`config.mk`:
```
export PLATFORM = sky130hd
export DESIGN_NAME = key_scan_flat
export DESIGN_NICKNAME = d
export VERILOG_FILES = /design/src/rtl/key_scan_if.sv /design/src/rtl/key_scan.sv /design/src/flat_wrapper.sv
export SDC_FILE = /design/constraint.sdc
export NUM_CORES = 1
export LEC_CHECK = 0
export CAP_MARGIN = 40
export CORE_UTILIZATION = 40
export CTS_BUF_LIST = sky130_fd_sc_hd__clkbuf_8
export DETAILED_ROUTE_END_ITERATION = 10
export HOLD_SLACK_MARGIN = 0.12
export PLACE_DENSITY = 0.69
export SYNTH_ARGS = -nofsm -noshare
export SYNTH_HDL_FRONTEND = slang
export SYNTH_SLANG_ARGS = --single-unit
```
`constraint.sdc`:
```
create_clock -name clk_i -period 4.85 [get_ports clk_i]
set_input_delay 0.97 -clock clk_i [delete_from_list [all_inputs] [get_ports clk_i]]
set_output_delay 0.97 -clock clk_i [all_outputs]
set_load 0.02 [all_outputs]
```
`src/rtl/key_scan_if.sv`:
```
// Key-matrix and event bus for key_scan.
// The master side is the scanner; the slave side is the matrix and event consumer.
interface key_scan_if;
  logic [7:0]  key_col;
  logic [7:0]  key_row;
  logic [63:0] key_state;
  logic        ev_valid;
  logic [6:0]  ev_data;
  logic        ev_ready;
  logic        scan_done;

  modport master (
    output key_col, key_state, ev_valid, ev_data, scan_done,
    input  key_row, ev_ready
  );

  modport slave (
    input  key_col, key_state, ev_valid, ev_data, scan_done,
    output key_row, ev_ready
  );
endinterface

```
`src/rtl/key_scan.sv`:
```
// 8x8 key-matrix scanner with per-key frame debounce and an optional make/break event FIFO.
// Define KEY_SCAN_EVENT_FIFO_EN to build the 8-deep event FIFO; otherwise the event outputs are tied off.
module key_scan #(
  parameter int unsigned SETTLE   = 4,
  parameter int unsigned DEBOUNCE = 3
) (
  input  logic      clk_i,
  input  logic      rst_i,
  input  logic      ce_i,
  input  logic      enable_i,
  key_scan_if.master bus
);

  typedef enum logic [1:0] {
    ST_IDLE,
    ST_SETTLE,
    ST_SAMPLE
  } state_e;

  state_e      state_q;
  logic [2:0]  col_q;
  logic [2:0]  row_q;
  logic [3:0]  settle_q;
  logic [7:0]  key_col_q;
  logic [63:0] key_state_q;
  logic [1:0]  cnt_q [64];
  logic        scan_done_q;

  logic [5:0]  key_idx;
  logic        sample_bit;
  logic [2:0]  cnt_next;
  logic        mismatch;
  logic        ev_due;
  logic        push_ok;
  logic        stall;
  logic [2:0]  col_nxt;

  always_comb begin
    key_idx    = {col_q, row_q};
    sample_bit = ~bus.key_row[row_q];
    cnt_next   = {1'b0, cnt_q[key_idx]} + 3'd1;
    mismatch   = (state_q == ST_SAMPLE) && (sample_bit != key_state_q[key_idx]);
    ev_due     = mismatch && (cnt_next == 3'(DEBOUNCE));
    stall      = ev_due && !push_ok;
    col_nxt    = col_q + 3'd1;
  end

  // NOTE: sequential state uses non-blocking assignments only, so every register sees pre-edge values.
  always_ff @(posedge clk_i) begin
    if (rst_i) begin
      state_q     <= ST_IDLE;
      col_q       <= 3'd0;
      row_q       <= 3'd0;
      settle_q    <= 4'd0;
      key_col_q   <= 8'hFF;
      key_state_q <= 64'd0;
      scan_done_q <= 1'b0;
      for (int i = 0; i < 64; i++) cnt_q[i] <= 2'd0;
    end else if (ce_i) begin
      scan_done_q <= 1'b0;
      unique case (state_q)
        ST_IDLE: begin
          if (enable_i) begin
            state_q   <= ST_SETTLE;
            col_q     <= 3'd0;
            row_q     <= 3'd0;
            settle_q  <= 4'd0;
            key_col_q <= 8'hFE;
          end
        end
        ST_SETTLE: begin
          if (!enable_i) begin
            state_q   <= ST_IDLE;
            settle_q  <= 4'd0;
            key_col_q <= 8'hFF;
          end else if (settle_q == 4'(SETTLE - 1)) begin
            state_q  <= ST_SAMPLE;
            row_q    <= 3'd0;
            settle_q <= 4'd0;
          end else begin
            settle_q <= settle_q + 4'd1;
          end
        end
        ST_SAMPLE: begin
          // A due event with no FIFO room holds everything on this row until it can be pushed.
          if (!stall) begin
            if (!mismatch) begin
              cnt_q[key_idx] <= 2'd0;
            end else if (ev_due) begin
              key_state_q[key_idx] <= sample_bit;
              cnt_q[key_idx]       <= 2'd0;
            end else begin
              cnt_q[key_idx] <= cnt_next[1:0];
            end
            row_q <= row_q + 3'd1;
            if (row_q == 3'd7) begin
              col_q       <= col_nxt;
              scan_done_q <= (col_q == 3'd7);
            end
            if (!enable_i) begin
              state_q   <= ST_IDLE;
              row_q     <= 3'd0;
              key_col_q <= 8'hFF;
            end else if (row_q == 3'd7) begin
              state_q   <= ST_SETTLE;
              key_col_q <= ~(8'h01 << col_nxt);
            end
          end
        end
        default: begin
          state_q   <= ST_IDLE;
          key_col_q <= 8'hFF;
        end
      endcase
    end
  end

  assign bus.key_col   = key_col_q;
  assign bus.key_state = key_state_q;
  assign bus.scan_done = scan_done_q;

`ifdef KEY_SCAN_EVENT_FIFO_EN
  logic [6:0] fifo_mem [8];
  logic [2:0] wr_ptr_q;
  logic [2:0] rd_ptr_q;
  logic [3:0] count_q;
  logic       push;
  logic       pop;

  // Room is judged on registered occupancy; a same-cycle pop does not free a slot.
  assign push_ok = ~count_q[3];
  assign push    = ev_due && push_ok;
  assign pop     = (count_q != 4'd0) && bus.ev_ready && ce_i;

  always_ff @(posedge clk_i) begin
    if (rst_i) begin
      wr_ptr_q <= 3'd0;
      rd_ptr_q <= 3'd0;
      count_q  <= 4'd0;
    end else if (ce_i) begin
      if (push) wr_ptr_q <= wr_ptr_q + 3'd1;
      if (pop)  rd_ptr_q <= rd_ptr_q + 3'd1;
      count_q <= count_q + 4'(push) - 4'(pop);
    end
  end

  // NOTE: storage is not reset; occupancy gates what is visible, so stale entries never escape.
  always_ff @(posedge clk_i) begin
    if (ce_i && push) fifo_mem[wr_ptr_q] <= {sample_bit, key_idx};
  end

  assign bus.ev_valid = (count_q != 4'd0);
  assign bus.ev_data  = (count_q != 4'd0) ? fifo_mem[rd_ptr_q] : 7'd0;
`else
  assign push_ok      = 1'b1;
  assign bus.ev_valid = 1'b0;
  assign bus.ev_data  = 7'd0;
`endif

endmodule

```
`src/flat_wrapper.sv`:
```
// flat-port wrapper written by rule: the top's interface ports become plain ports
module key_scan_flat 
#(
  parameter int unsigned SETTLE   = 4,
  parameter int unsigned DEBOUNCE = 3
)
  (clk_i, rst_i, ce_i, enable_i, bus_key_col, bus_key_state, bus_ev_valid, bus_ev_data, bus_scan_done, bus_key_row, bus_ev_ready);
  key_scan_if bus_i ();
  input  logic clk_i;
  input  logic rst_i;
  input  logic ce_i;
  input  logic enable_i;
  output wire logic [$bits(bus_i.key_col)-1:0] bus_key_col;
  output wire logic [$bits(bus_i.key_state)-1:0] bus_key_state;
  output wire logic [$bits(bus_i.ev_valid)-1:0] bus_ev_valid;
  output wire logic [$bits(bus_i.ev_data)-1:0] bus_ev_data;
  output wire logic [$bits(bus_i.scan_done)-1:0] bus_scan_done;
  input wire logic [$bits(bus_i.key_row)-1:0] bus_key_row;
  input wire logic [$bits(bus_i.ev_ready)-1:0] bus_ev_ready;
  assign bus_key_col = bus_i.key_col;
  assign bus_key_state = bus_i.key_state;
  assign bus_ev_valid = bus_i.ev_valid;
  assign bus_ev_data = bus_i.ev_data;
  assign bus_scan_done = bus_i.scan_done;
  assign bus_i.key_row = bus_key_row;
  assign bus_i.ev_ready = bus_ev_ready;
  key_scan #(.SETTLE(SETTLE), .DEBOUNCE(DEBOUNCE)) u_core (.clk_i(clk_i), .rst_i(rst_i), .ce_i(ce_i), .enable_i(enable_i), .bus(bus_i));
endmodule
```
==> impl_metrics.toml, run 1 <==
[drt]
avgViaCountPerCell = 6.04
drtAntennaViolNets = 0
dr.first_iter.drc_count = 1174
drcViolationCount = 0
route.vias.total = 9942
routed_wl_mm = 34.0
routedWlPerCell_um = 20.6
drt-pass1-iter-count = 6

[worst_hold_path]
worst_min_delay_path_category = "register to register"
min_delay_path_depth = 2
hp-start = "u_core.bus.scan_done"
timing.hold.worst_endpoint = "u_core.bus.scan_done"

[floorplan]
die_area_sq_um = 29200
std_cell_rows = 61
chipWidth_um = 171
coreArea_sq_um = 27900
design.portCount = 94
initial_core_utilization_pct = 40.8
floorplan.die.height_um = 171

[synthesis]
synth-seq-cells = 213
post_synth_num_cell_types = 45
synth_largest_area_cell = "edfxtp_1"
mappedNetlistArea_sq_um = 11400
seq_area_frac_synth_pct = 48.7
synthesis.instances = 1175
yosysWarnings = 0
synth_top_cells_by_area = "edfxtp_1, dfxtp_1, nand2_1"
yosysTopAreaCellShare_pct = 33.7
avg_cell_area_syn_sq_um = 9.70

[timing]
max_slew.worst_pin.slew_ps = 961
min_period_over_period_pct = 87.3
period_needed_ps = 4230
final.hold.worst_slack_ps = 476
rsz0062_at_grt = "false"
fin_setup_tns_ps = 0
final.setup_skew_ps = 32.5
max_slew_margin_pct = 35.9
hold_viol_final = 0
report.final.setup_viol = 0
maxClockFrequency_mhz = 236
final-max-slew-violation-count = 0
timing.final.ws_setup_ps = 616

[worst_setup_path]
critical-path-top-delay-family = "simple AND/OR/NAND/NOR gates"
crit_arrival_ps = 4600
path_buf_inv = 1
worst_setup_path_end_kind = "register"
critical_path.startpoint_type = "register"
reg2reg_end = "u_core.cnt_q[59][1]"
reg2reg_from = "u_core.row_q[1]"
critPathKind = "register to register"
worst_path_largest_cell_delay_ps = 950
critPathMostFrequentCell = "a221oi_1"
critical-path-slowest-cell = "dfxtp_2"
ff2ff_setup_slack_ps = 620
cp.required_ps = 5220
cp_cell_sequence = "mux2_2 -> a221oi_1 -> a21oi_1 -> a221oi_1 -> o221ai_1 -> or4_1 -> ha_1 -> or3_2 -> buf_4 -> nor3_1"
critPathMaxFanout = 37
timing.reg2reg.worst_path_depth = 10

[global_route]
globalRoute.totalOverflow = 0
grt.met2_usage_pct = 38.1
grt.total_usage_pct = 23.5
globalRoute.busiestLayer = "met2"
maximum_number_of_pins_on_one_net_before_global_route_repair = 73
use_met3_pct = 4.53
grt_antenna_before_repair = 1
grt_pass1_wl_mm = 52.7
grt_pass1_vias = 9431
grtUsageMet1_pct = 30.1

[placement]
io_buffers = 84
pre_cts_ws_ps = 657
dp_hpwl_mm = 22.2
numPlacedInstances = 1578
gp_congestion = 0.901

[cells_and_area]
final_non_filler_cell_total = 1647
flow.area_growth_from_synthesis_pct = 17.4
fillCellCount = 2620
design.final.nets = 1262
drive_gt1_share_pct = 15.1

[clocking]
clock_input_transition_at_the_sequential_cells_of_the_worst_setup_and_hold_paths_ps = 60
worstSkewPairLatency_ps = 540
cts_hold_buf = 0
cts_post_setup_buffers_inserted = 0
cts_tree = "built"
cts_root_buf = "clkbuf_8"
gates_resized_cts_repair = 0
clk_path_buf_depth = 3
clkSinkCount = 213
ctsHtreeMaxLevel = 2
tritoncts.num_buffers = 37

[status]
result_of_the_run = "completed"

[power_and_ir_drop]
total_leakage_power_uw = 0.00443
powerDensity_nw_per_um2 = 287
report.power.total_uw = 3840
vdd_drop_max_mv = 0.150

[run]
timing.max_cap.violations = 0
## synthesized netlist by cell type
master    number
nand2b_1       4
mux2i_1       39
buf_4         13
buf_2         29
nor2_1        89
dfxtp_1       85
buf_6          5
nor4_2        51
nand3_1       29
o21ai_0       83
nor4_4         1
conb_1         1
nor4_1        13
or3_1          8
nor4b_1        6
buf_1          4
inv_1         13
edfxtp_1     128
and2_1         6
nor3b_1        3
or2_2          1
a211oi_1       1
o311ai_0      23
o22ai_1        2
or4_1          1
ha_1          10
nor3_1        73
clkinv_1       1
a22o_1         3
a21oi_1       35
o221ai_1       1
nand2_1      194
nor2b_1        7
xnor2_1        2
nand4_1       10
mux4_2         9
o211ai_1       5
a41oi_1       40
xor2_1         2
a221oi_1      17
and3_1        13
nand3b_1       3
mux2_2        15
clkbuf_1      75
a22oi_1       22
## state kept, by name (all words and copies together), names as in the netlist
name / count
u_core.bus.scan_done: 1
u_core.state_q: 2
u_core.row_q: 3
u_core.col_q: 3
u_core.bus.key_state: 64
u_core.cnt_q: 128
u_core.bus.key_col: 8
u_core.settle_q: 4
## layer usage
layer	share of wire [%]	wire, um
met5	0	0
met4	4.0	1370
met3	8.6	2910
met2	46	15800
met1	41	13900
## worst reg2reg max path, cell delays in order, from the launching register on
cell and delay [ps]:
dfxtp_2 950, mux2_2 470, a221oi_1 290, a21oi_1 90
a221oi_1 260, o221ai_1 190, or4_1 550, ha_1 280
or3_2 490, buf_4 290, nor3_1 240
## worst max-delay path by stage
stage / startpoint / cells past startpoint / slack (ps) / end
after floorplan: u_core.row_q[0] / 17 / 930 / u_core.bus.key_state[15]
after global placement: u_core.row_q[1] / 10 / 760 / u_core.cnt_q[1][1]
after detailed placement: u_core.row_q[1] / 10 / 660 / u_core.cnt_q[26][1]
after CTS: u_core.row_q[1] / 12 / 650 / u_core.cnt_q[2][1]
after global routing: u_core.row_q[1] / 12 / 390 / u_core.cnt_q[2][1]
final: u_core.row_q[1] / 10 / 620 / u_core.cnt_q[59][1]
## where the power goes
group | leakage, uW | switching (uW) | internal [uW]
registers | 0.00198 | 32.8 | 1970
logic | 0.00204 | 169 | 82.4
clock network | 0.000411 | 746 | 844
total | 0.00443 | 948 | 2890
## cell type report
cell class | count | area, sq um | share of cell area [%]
Timing Repair Buffer | 144 | 1330 | 9.94
Sequential cell | 213 | 5550 | 41.5
Clock inverter | 26 | 130 | 0.973
Tap cell | 378 | 473 | 3.54
Inverter | 14 | 55.1 | 0.412
Antenna cell | 1 | 2.50 | 0.0187
Multi-Input combinational cell | 829 | 5250 | 39.3
Clock buffer | 42 | 578 | 4.32
## placed cells by master, fill, tap and decap left out, types with 9 or more instances in the layout
cell,Yosys,layout
nand2_1,194,194
clkdlybuf4s50_1,0,84
nor4_1,13,13
nor2_1,89,89
buf_4,13,57
inv_1,13,26
ha_1,10,10
o21ai_0,83,83
clkbuf_8,0,42
o311ai_0,23,23
a221oi_1,17,17
a41oi_1,40,40
mux4_2,9,9
and3_1,13,13
a21oi_1,35,35
dfxtp_1,85,83
nand4_1,10,10
nor3_1,73,70
nand3_1,29,29
nor4_2,51,51
a22oi_1,22,22
mux2i_1,39,39
mux2_2,15,15
clkinv_1,1,9
edfxtp_1,128,128
## stage by stage
step,utilization (%),instance area [sq um]
3_3_place_gp,45.2,12600
3_5_place_dp,45.3,12700
4_1_cts,47.9,13400
5_1_grt,47.9,13400
2_1_floorplan,-,11400
6_report,47.9,13400
## logic make-up (layout without fill, tap and decap cells)
group                      Yosys count  after routing  synth area share, %
AOI/OAI and AO/OA                  232            232                 13.6
xor gates and xnor gates             4              4                0.308
adders and majority gates           10             10                 1.10
buffers and inverters              140            226                 5.69
DFF                                213            213                 48.7
muxes                               63             63                 6.69
other                                1              9               0.0329
and+or+nand+nor                    512            512                 23.9
Note: power is estimated with default switching activity, not from simulation.
==> run 2, diff against run 1 <==
- ABC_AREA: default -> 0
==> results of run 2 <==
Same layout as run 1: the final DEF is identical, and so are final timing and power.
